--- src/rtl/seg_scan_pkg.sv ---
// Shared definitions for the seven-segment scan controller: segment codes (active-low,
// bit order {g,f,e,d,c,b,a}), the code-to-segment decode function and the scan state enum.
package seg_scan_pkg;

  typedef enum logic [0:0] {StBlank, StActive} scan_state_e;

  localparam logic [6:0] SegBlank = 7'b1111111;
  localparam logic [6:0] Seg0     = 7'b1000000;
  localparam logic [6:0] Seg1     = 7'b1111001;
  localparam logic [6:0] Seg2     = 7'b0100100;
  localparam logic [6:0] Seg3     = 7'b0110000;
  localparam logic [6:0] Seg4     = 7'b0011001;
  localparam logic [6:0] Seg5     = 7'b0010010;
  localparam logic [6:0] Seg6     = 7'b0000010;
  localparam logic [6:0] Seg7     = 7'b1111000;
  localparam logic [6:0] Seg8     = 7'b0000000;
  localparam logic [6:0] Seg9     = 7'b0010000;
  localparam logic [6:0] SegDash  = 7'b0111111;
  localparam logic [6:0] SegE     = 7'b0000110;
  localparam logic [6:0] SegR     = 7'b0101111;

  // Codes A..C carry the calculator's "-", "E", "r" glyphs; D..F render dark.
  function automatic logic [6:0] seg_decode(input logic [3:0] code);
    logic [6:0] s;
    case (code)
      4'h0:    s = Seg0;
      4'h1:    s = Seg1;
      4'h2:    s = Seg2;
      4'h3:    s = Seg3;
      4'h4:    s = Seg4;
      4'h5:    s = Seg5;
      4'h6:    s = Seg6;
      4'h7:    s = Seg7;
      4'h8:    s = Seg8;
      4'h9:    s = Seg9;
      4'hA:    s = SegDash;
      4'hB:    s = SegE;
      4'hC:    s = SegR;
      default: s = SegBlank;
    endcase
    return s;
  endfunction

endpackage

--- src/rtl/seg_scan_ctrl_if.sv ---
// Bundle between the calculator core (master) and the display scanner (slave).
//   en, digit_data, dp_in, load     : master -> slave (scan enable, value to stage, stage strobe)
//   an, seg, dp, load_ack, frame_sync : slave -> master (active-low display drive, status pulses)
interface seg_scan_ctrl_if #(
  parameter int unsigned DIGITS = 4
);
  logic                  en;
  logic [4*DIGITS-1:0]   digit_data;
  logic [DIGITS-1:0]     dp_in;
  logic                  load;
  logic [DIGITS-1:0]     an;
  logic [6:0]            seg;
  logic                  dp;
  logic                  load_ack;
  logic                  frame_sync;

  modport master (
    output en, digit_data, dp_in, load,
    input  an, seg, dp, load_ack, frame_sync
  );

  modport slave (
    input  en, digit_data, dp_in, load,
    output an, seg, dp, load_ack, frame_sync
  );
endinterface

--- src/rtl/scan_prescaler.sv ---
// Mod-N counter with count enable and synchronous clear (clear wins).
//   clk, reset : clock, asynchronous active-high reset
//   en, clr    : advance one step / force to zero
//   count      : current value 0..N-1
//   tc         : count is at N-1 (combinational)
module scan_prescaler #(
  parameter int unsigned N = 8,
  parameter int unsigned W = (N > 1) ? $clog2(N) : 1
) (
  input  logic         clk,
  input  logic         reset,
  input  logic         en,
  input  logic         clr,
  output logic [W-1:0] count,
  output logic         tc
);

  localparam logic [W-1:0] Last = W'(N - 1);

  logic [W-1:0] count_q, count_d;

  assign count = count_q;
  assign tc    = (count_q == Last);

  always_comb begin
    count_d = count_q;
    if (clr) begin
      count_d = '0;
    end else if (en) begin
      count_d = tc ? '0 : count_q + 1'b1;
    end
  end

  always_ff @(posedge clk or posedge reset) begin
    if (reset) begin
      count_q <= '0;
    end else begin
      count_q <= count_d;
    end
  end

endmodule

--- src/rtl/seg_scan_ctrl.sv ---
// Multiplexed seven-segment scanner. Each digit slot is DIV cycles: BLANK_CYC dark cycles
// (anti-ghosting) then the digit. Loaded values are staged and copied to the shadow only at
// frame boundaries, so a frame is never torn.
//   clk, reset : clock, asynchronous active-high reset
//   bus        : slave side of seg_scan_ctrl_if (see interface for signal directions)
module seg_scan_ctrl
  import seg_scan_pkg::*;
#(
  parameter int unsigned DIGITS    = 4,
  parameter int unsigned DIV       = 100000,
  parameter int unsigned BLANK_CYC = 16,
  parameter int unsigned LZB       = 1
) (
  input logic            clk,
  input logic            reset,
  seg_scan_ctrl_if.slave bus
);

  localparam int unsigned CntW = (DIV > 1) ? $clog2(DIV) : 1;
  localparam int unsigned IdxW = $clog2(DIGITS);
  localparam logic [CntW-1:0] BlankCnt = CntW'(BLANK_CYC);

  logic            scan_clr, idx_step, boundary;
  logic [CntW-1:0] cnt;
  logic            cnt_tc;
  logic [IdxW-1:0] idx;
  logic            idx_tc;

  logic [4*DIGITS-1:0] stage_data_q, stage_data_d, shadow_data_q, shadow_data_d;
  logic [DIGITS-1:0]   stage_dp_q, stage_dp_d, shadow_dp_q, shadow_dp_d;
  logic                pending_q, pending_d, load_ack_q, load_ack_d, frame_sync_q;
  scan_state_e         state_q, state_d;
  logic [DIGITS-1:0]   an_q, an_d, lz_blank;
  logic [6:0]          seg_q, seg_d;
  logic                dp_q, dp_d;
  logic [3:0]          cur_code;

  assign scan_clr = ~bus.en;
  assign idx_step = bus.en & cnt_tc;
  assign boundary = idx_step & idx_tc;

  scan_prescaler #(.N(DIV)) u_slot_cnt (
    .clk   (clk),
    .reset (reset),
    .en    (bus.en),
    .clr   (scan_clr),
    .count (cnt),
    .tc    (cnt_tc)
  );

  scan_prescaler #(.N(DIGITS)) u_digit_idx (
    .clk   (clk),
    .reset (reset),
    .en    (idx_step),
    .clr   (scan_clr),
    .count (idx),
    .tc    (idx_tc)
  );

  // Staging / shadow double buffer. A load landing on the boundary bypasses staging.
  always_comb begin
    stage_data_d  = stage_data_q;
    stage_dp_d    = stage_dp_q;
    shadow_data_d = shadow_data_q;
    shadow_dp_d   = shadow_dp_q;
    pending_d     = pending_q;
    load_ack_d    = 1'b0;
    if (bus.load) begin
      stage_data_d = bus.digit_data;
      stage_dp_d   = bus.dp_in;
      pending_d    = 1'b1;
    end
    if (boundary) begin
      if (bus.load) begin
        shadow_data_d = bus.digit_data;
        shadow_dp_d   = bus.dp_in;
        pending_d     = 1'b0;
        load_ack_d    = 1'b1;
      end else if (pending_q) begin
        shadow_data_d = stage_data_q;
        shadow_dp_d   = stage_dp_q;
        pending_d     = 1'b0;
        load_ack_d    = 1'b1;
      end
    end
  end

  // Leading-zero mask: walk down from the top digit while nibble and dp are both zero.
  always_comb begin
    logic zero_run;
    lz_blank = '0;
    zero_run = (LZB != 0);
    for (int i = DIGITS - 1; i >= 1; i--) begin
      zero_run    = zero_run && (shadow_data_q[4*i +: 4] == 4'h0) && !shadow_dp_q[i];
      lz_blank[i] = zero_run;
    end
  end

  // Scan FSM and registered output values.
  always_comb begin
    state_d = state_q;
    unique case (state_q)
      StBlank:  if (cnt >= BlankCnt) state_d = StActive;
      StActive: if (cnt < BlankCnt)  state_d = StBlank;
      default:  state_d = StBlank;
    endcase
    if (!bus.en) state_d = StBlank;

    cur_code = shadow_data_q[{idx, 2'b00} +: 4];
    an_d     = '1;
    seg_d    = SegBlank;
    dp_d     = 1'b1;
    if (state_d == StActive) begin
      an_d[idx] = 1'b0;
      seg_d     = lz_blank[idx] ? SegBlank : seg_decode(cur_code);
      dp_d      = ~shadow_dp_q[idx];
    end
  end

  always_ff @(posedge clk or posedge reset) begin
    if (reset) begin
      stage_data_q  <= '0;
      stage_dp_q    <= '0;
      shadow_data_q <= '0;
      shadow_dp_q   <= '0;
      pending_q     <= 1'b0;
      load_ack_q    <= 1'b0;
      frame_sync_q  <= 1'b0;
      state_q       <= StBlank;
      an_q          <= '1;
      seg_q         <= SegBlank;
      dp_q          <= 1'b1;
    end else begin
      stage_data_q  <= stage_data_d;
      stage_dp_q    <= stage_dp_d;
      shadow_data_q <= shadow_data_d;
      shadow_dp_q   <= shadow_dp_d;
      pending_q     <= pending_d;
      load_ack_q    <= load_ack_d;
      frame_sync_q  <= boundary;
      state_q       <= state_d;
      an_q          <= an_d;
      seg_q         <= seg_d;
      dp_q          <= dp_d;
    end
  end

  assign bus.an         = an_q;
  assign bus.seg        = seg_q;
  assign bus.dp         = dp_q;
  assign bus.load_ack   = load_ack_q;
  assign bus.frame_sync = frame_sync_q;

endmodule

--- src/flat_wrapper.sv ---
// flat-port wrapper written by rule: the top's interface ports become plain ports
module seg_scan_ctrl_flat import seg_scan_pkg::*;
#(
  parameter int unsigned DIGITS    = 4,
  parameter int unsigned DIV       = 100000,
  parameter int unsigned BLANK_CYC = 16,
  parameter int unsigned LZB       = 1
)
  (clk, reset, bus_en, bus_digit_data, bus_dp_in, bus_load, bus_an, bus_seg, bus_dp, bus_load_ack, bus_frame_sync);
  seg_scan_ctrl_if #(.DIGITS(DIGITS)) bus_i ();
  input logic clk;
  input logic reset;
  input wire logic [$bits(bus_i.en)-1:0] bus_en;
  input wire logic [$bits(bus_i.digit_data)-1:0] bus_digit_data;
  input wire logic [$bits(bus_i.dp_in)-1:0] bus_dp_in;
  input wire logic [$bits(bus_i.load)-1:0] bus_load;
  output wire logic [$bits(bus_i.an)-1:0] bus_an;
  output wire logic [$bits(bus_i.seg)-1:0] bus_seg;
  output wire logic [$bits(bus_i.dp)-1:0] bus_dp;
  output wire logic [$bits(bus_i.load_ack)-1:0] bus_load_ack;
  output wire logic [$bits(bus_i.frame_sync)-1:0] bus_frame_sync;
  assign bus_i.en = bus_en;
  assign bus_i.digit_data = bus_digit_data;
  assign bus_i.dp_in = bus_dp_in;
  assign bus_i.load = bus_load;
  assign bus_an = bus_i.an;
  assign bus_seg = bus_i.seg;
  assign bus_dp = bus_i.dp;
  assign bus_load_ack = bus_i.load_ack;
  assign bus_frame_sync = bus_i.frame_sync;
  seg_scan_ctrl #(.DIGITS(DIGITS), .DIV(DIV), .BLANK_CYC(BLANK_CYC), .LZB(LZB)) u_core (.clk(clk), .reset(reset), .bus(bus_i));
endmodule
--- config.mk ---
export PLATFORM = sky130hd
export DESIGN_NAME = seg_scan_ctrl_flat
export DESIGN_NICKNAME = d
export VERILOG_FILES = /design/src/rtl/seg_scan_pkg.sv /design/src/rtl/seg_scan_ctrl_if.sv /design/src/rtl/scan_prescaler.sv /design/src/rtl/seg_scan_ctrl.sv /design/src/flat_wrapper.sv
export SDC_FILE = /design/constraint.sdc
export NUM_CORES = 1
export LEC_CHECK = 0
export CAP_MARGIN = 20
export CORE_UTILIZATION = 51
export CTS_CLUSTER_DIAMETER = 120
export DETAILED_ROUTE_END_ITERATION = 12
export GPL_ROUTABILITY_DRIVEN = 0
export PLACE_DENSITY = 0.76
export REMOVE_ABC_BUFFERS = 1
export SLEW_MARGIN = 25
export SYNTH_ARGS = -nofsm -noshare
export SYNTH_HDL_FRONTEND = slang
export SYNTH_SLANG_ARGS = --single-unit
--- constraint.sdc ---
create_clock -name clk -period 2.5 [get_ports clk]
set_clock_uncertainty 0.1 [all_clocks]
set_input_delay 0.5 -clock clk [delete_from_list [all_inputs] [get_ports clk]]
set_output_delay 0.5 -clock clk [all_outputs]
set_load 0.03 [all_outputs]
==> results.json <==
{
  "maxCapViolations": 0,
  "ys.flop_type": "dfrtp_1",
  "p_per_area_mw_per_mm2": 557.3,
  "grt_max_degree": 75,
  "synth-warning-count": 0,
  "die_area_mm2": 0.007260,
  "cts_resized": 0,
  "hpwlAfterDp_um": 4425,
  "cp-startpoint": "u_core.u_digit_idx.count[1]$_DFFE_PP0P_",
  "area_growth_syn_to_layout_pct": 18.32,
  "peakVddDrop_v": 0.0005077,
  "cts_buffers": 9,
  "syn-cell-area_mm2": 0.003531,
  "core_area_mm2": 0.006531,
  "cts_hold_buf": 0,
  "cts_root_buf": "clkbuf_8",
  "nets": 351,
  "reg2reg_to": "u_core.bus.seg[5]$_DFF_PP1_",
  "post_drt_wl_per_cell_um": 16.07,
  "status": "finished clean",
  "detail-route-antenna-nets": 0,
  "hold_violations": 0,
  "crit_end": "u_core.bus.seg[5]$_DFF_PP1_",
  "ys_top_cells_by_count": "dfrtp_1 (62), mux2_2 (21), mux2_4 (20)",
  "cts_sinks": 74,
  "r2r_cells": 4,
  "cp.required_ps": 2660,
  "fin_cells": 397,
  "post-route-min-period_ps": 2202,
  "antenna_found_initial": 0,
  "crit_type": "flip-flop to flip-flop",
  "post-synth-top-count-cell": "dfrtp_1",
  "slew_violations": 0,
  "drtIter0Drc": 160,
  "cts_tree": "built",
  "vias": 2217,
  "firstDrtPassIters": 4,
  "r2r_slack_ps": 300,
  "worst_pin_slew_ps": 489.8,
  "clk-insertion-delay-late_ps": 350,
  "netlist.area_leader.share_pct": 43.94,
  "rsz0062_at_grt": "false",
  "path_clk_slew_ps": 80,
  "finalSetupTns_ps": 0,
  "grt_pass1_wl_um": 10840,
  "grt_overflow_total": 0,
  "period_share_pct": 88.10,
  "numPortBuffers": 37,
  "fmax_ghz": 0.4541,
  "clockBufferDepth": 2,
  "fp.dieW_um": 85.21,
  "synthTopCellsByArea": "dfrtp_1 (44%), dfstp_2 (8.9%), mux2_4 (8.5%)",
  "hold_slack_ps": 375.5,
  "cts_setup_buffers": 0,
  "antenna_cells": 0,
  "synth-edff-count": 0,
  "synth_cells": 271,
  "seq_area_frac_synth_pct": 52.87,
  "total_leakage_power_nw": 1.796,
  "viasPerCell": 5.584,
  "yosysUniqueCellTypes": 43,
  "min_path_type": "flip-flop to flip-flop",
  "async_flop_share_pct": 100.0,
  "setup_viol": 0,
  "max_slew_margin_pct": 67.27,
  "drive_above_1_share_pct": 27.50,
  "drc": 0,
  "cp-end-kind": "flip-flop",
  "wirelength_um": 6380,
  "r2r-start": "u_core.u_digit_idx.count[1]$_DFFE_PP0P_",
  "grt_use_total_pct": 19.80,
  "holdPathStages": 1,
  "syn_area_per_cell_um2": 13.03,
  "fin_ws_ps": 297.6,
  "startpoint_type": "flip-flop",
  "synth_top_area_cell": "dfrtp_1",
  "cp.arrival_ps": 2360,
  "dpl.cell_count": 381,
  "cts.htree.levels": 3,
  "rows": 29,
  "ys_seq_elements": 74,
  "grt_pass1_vias": 2197,
  "die_h_um": 85.21,
  "post-route-util_pct": 63.97,
  "place_ws_ps": 226.7,
  "start_util_pct": 54.06,
  "worstPathMaxFanout": 12,
  "pin_count": 38
}
==> worst min-delay path by stage <==
stage | from | slack, ps | endpoint
after CTS | u_core.u_slot_cnt.count[0]$_DFF_PP0_ | 380 | u_core.u_slot_cnt.count[0]$_DFF_PP0_
after global placement | u_core.u_slot_cnt.count[0]$_DFF_PP0_ | 370 | u_core.u_slot_cnt.count[0]$_DFF_PP0_
after global routing | u_core.u_slot_cnt.count[0]$_DFF_PP0_ | 400 | u_core.u_slot_cnt.count[0]$_DFF_PP0_
final | u_core.u_slot_cnt.count[0]$_DFF_PP0_ | 380 | u_core.u_slot_cnt.count[0]$_DFF_PP0_
after floorplan | u_core.u_slot_cnt.count[0]$_DFF_PP0_ | 350 | u_core.u_slot_cnt.count[0]$_DFF_PP0_
after detailed placement | u_core.u_slot_cnt.count[0]$_DFF_PP0_ | 370 | u_core.u_slot_cnt.count[0]$_DFF_PP0_
==> per-layer routing <==
layer  vias to the layer above  share of wire, %  GRT usage, %
met5                         -                 0             0
met4                         0               1.2         8.320
met3                         7               3.6         4.475
met2                        54                47         29.84
met1                      1106                48         27.87
li1                       1050                 -             -
==> through the flow <==
step | instance area (µm²) | power [mW]
6_report | 4178 | 2.328
5_1_grt | 4178 | 2.424
4_1_cts | 4178 | 2.356
3_5_place_dp | 3975 | 1.407
3_3_place_gp | 3975 | 1.401
2_1_floorplan | 3438 | 1.335
==> final cells by class <==
cell class                      instances  area (µm²)
Clock inverter                          6       65.06
Sequential cell                        74        1867
Multi-Input combinational cell        173        1519
Clock buffer                           10       137.6
Timing Repair Buffer                   43       440.4
Inverter                               14       52.55
Fill cell                             518        2354
Tap cell                               77       96.34
==> worst max-delay path, cell delays in order, from the launching register on <==
cell	delay, ps
dfrtp_1	600
mux4_2	700
or3b_2	510
o31ai_1	80
nand3_1	110
==> report_power, final <==
group	internal [mW]	leakage, nW	switching (mW)
Sequential	1.23	0.939	0.0110
Clock	0.490	0.103	0.458
Combinational	0.0724	0.754	0.0647
==> registers in the layout, summed over array words and instances, names as in the netlist <==
| signal | count |
|---|---|
| u_core.u_digit_idx.count | 2 |
| u_core.bus.dp | 1 |
| u_core.bus.seg | 7 |
| u_core.u_slot_cnt.count | 17 |
| u_core.bus.frame_sync | 1 |
| u_core.stage_data_q | 16 |
| u_core.shadow_dp_q | 4 |
| u_core.pending_q | 1 |
| u_core.stage_dp_q | 4 |
| u_core.bus.an | 4 |
| u_core.bus.load_ack | 1 |
| u_core.shadow_data_q | 16 |
==> cell families after synthesis <==
logic type / synth area share (%)
fa+ha+maj: 4.252
xor+xnor: 2.233
flops: 52.87
buf+inv: 4.110
mux: 18.96
compound gates: 5.174
simple gates: 12.40
==> layout by cell type (no fill, tap or decap), types with 2 or more instances in the layout <==
| cell | count |
|---|---|
| buf_4 | 4 |
| and2_1 | 3 |
| nor4_4 | 2 |
| o2bb2ai_1 | 2 |
| and3_1 | 2 |
| a21o_1 | 2 |
| o21ai_0 | 6 |
| clkbuf_8 | 10 |
| nand4_1 | 7 |
| mux2i_1 | 2 |
| mux2_2 | 21 |
| a21oi_1 | 8 |
| nand3_1 | 12 |
| or4_1 | 6 |
| or3_1 | 3 |
| dfstp_2 | 12 |
| nand2_1 | 11 |
| ha_1 | 12 |
| nor3_1 | 2 |
| xor2_1 | 8 |
| clkinv_2 | 2 |
| dfrtp_1 | 62 |
| buf_12 | 2 |
| mux2_4 | 20 |
| o31ai_1 | 4 |
| nand2b_1 | 2 |
| clkdlybuf4s50_1 | 37 |
| nor4_1 | 2 |
| mux4_2 | 5 |
| nor2_1 | 17 |
| inv_1 | 13 |
Power figures use the tool's default switching activity.
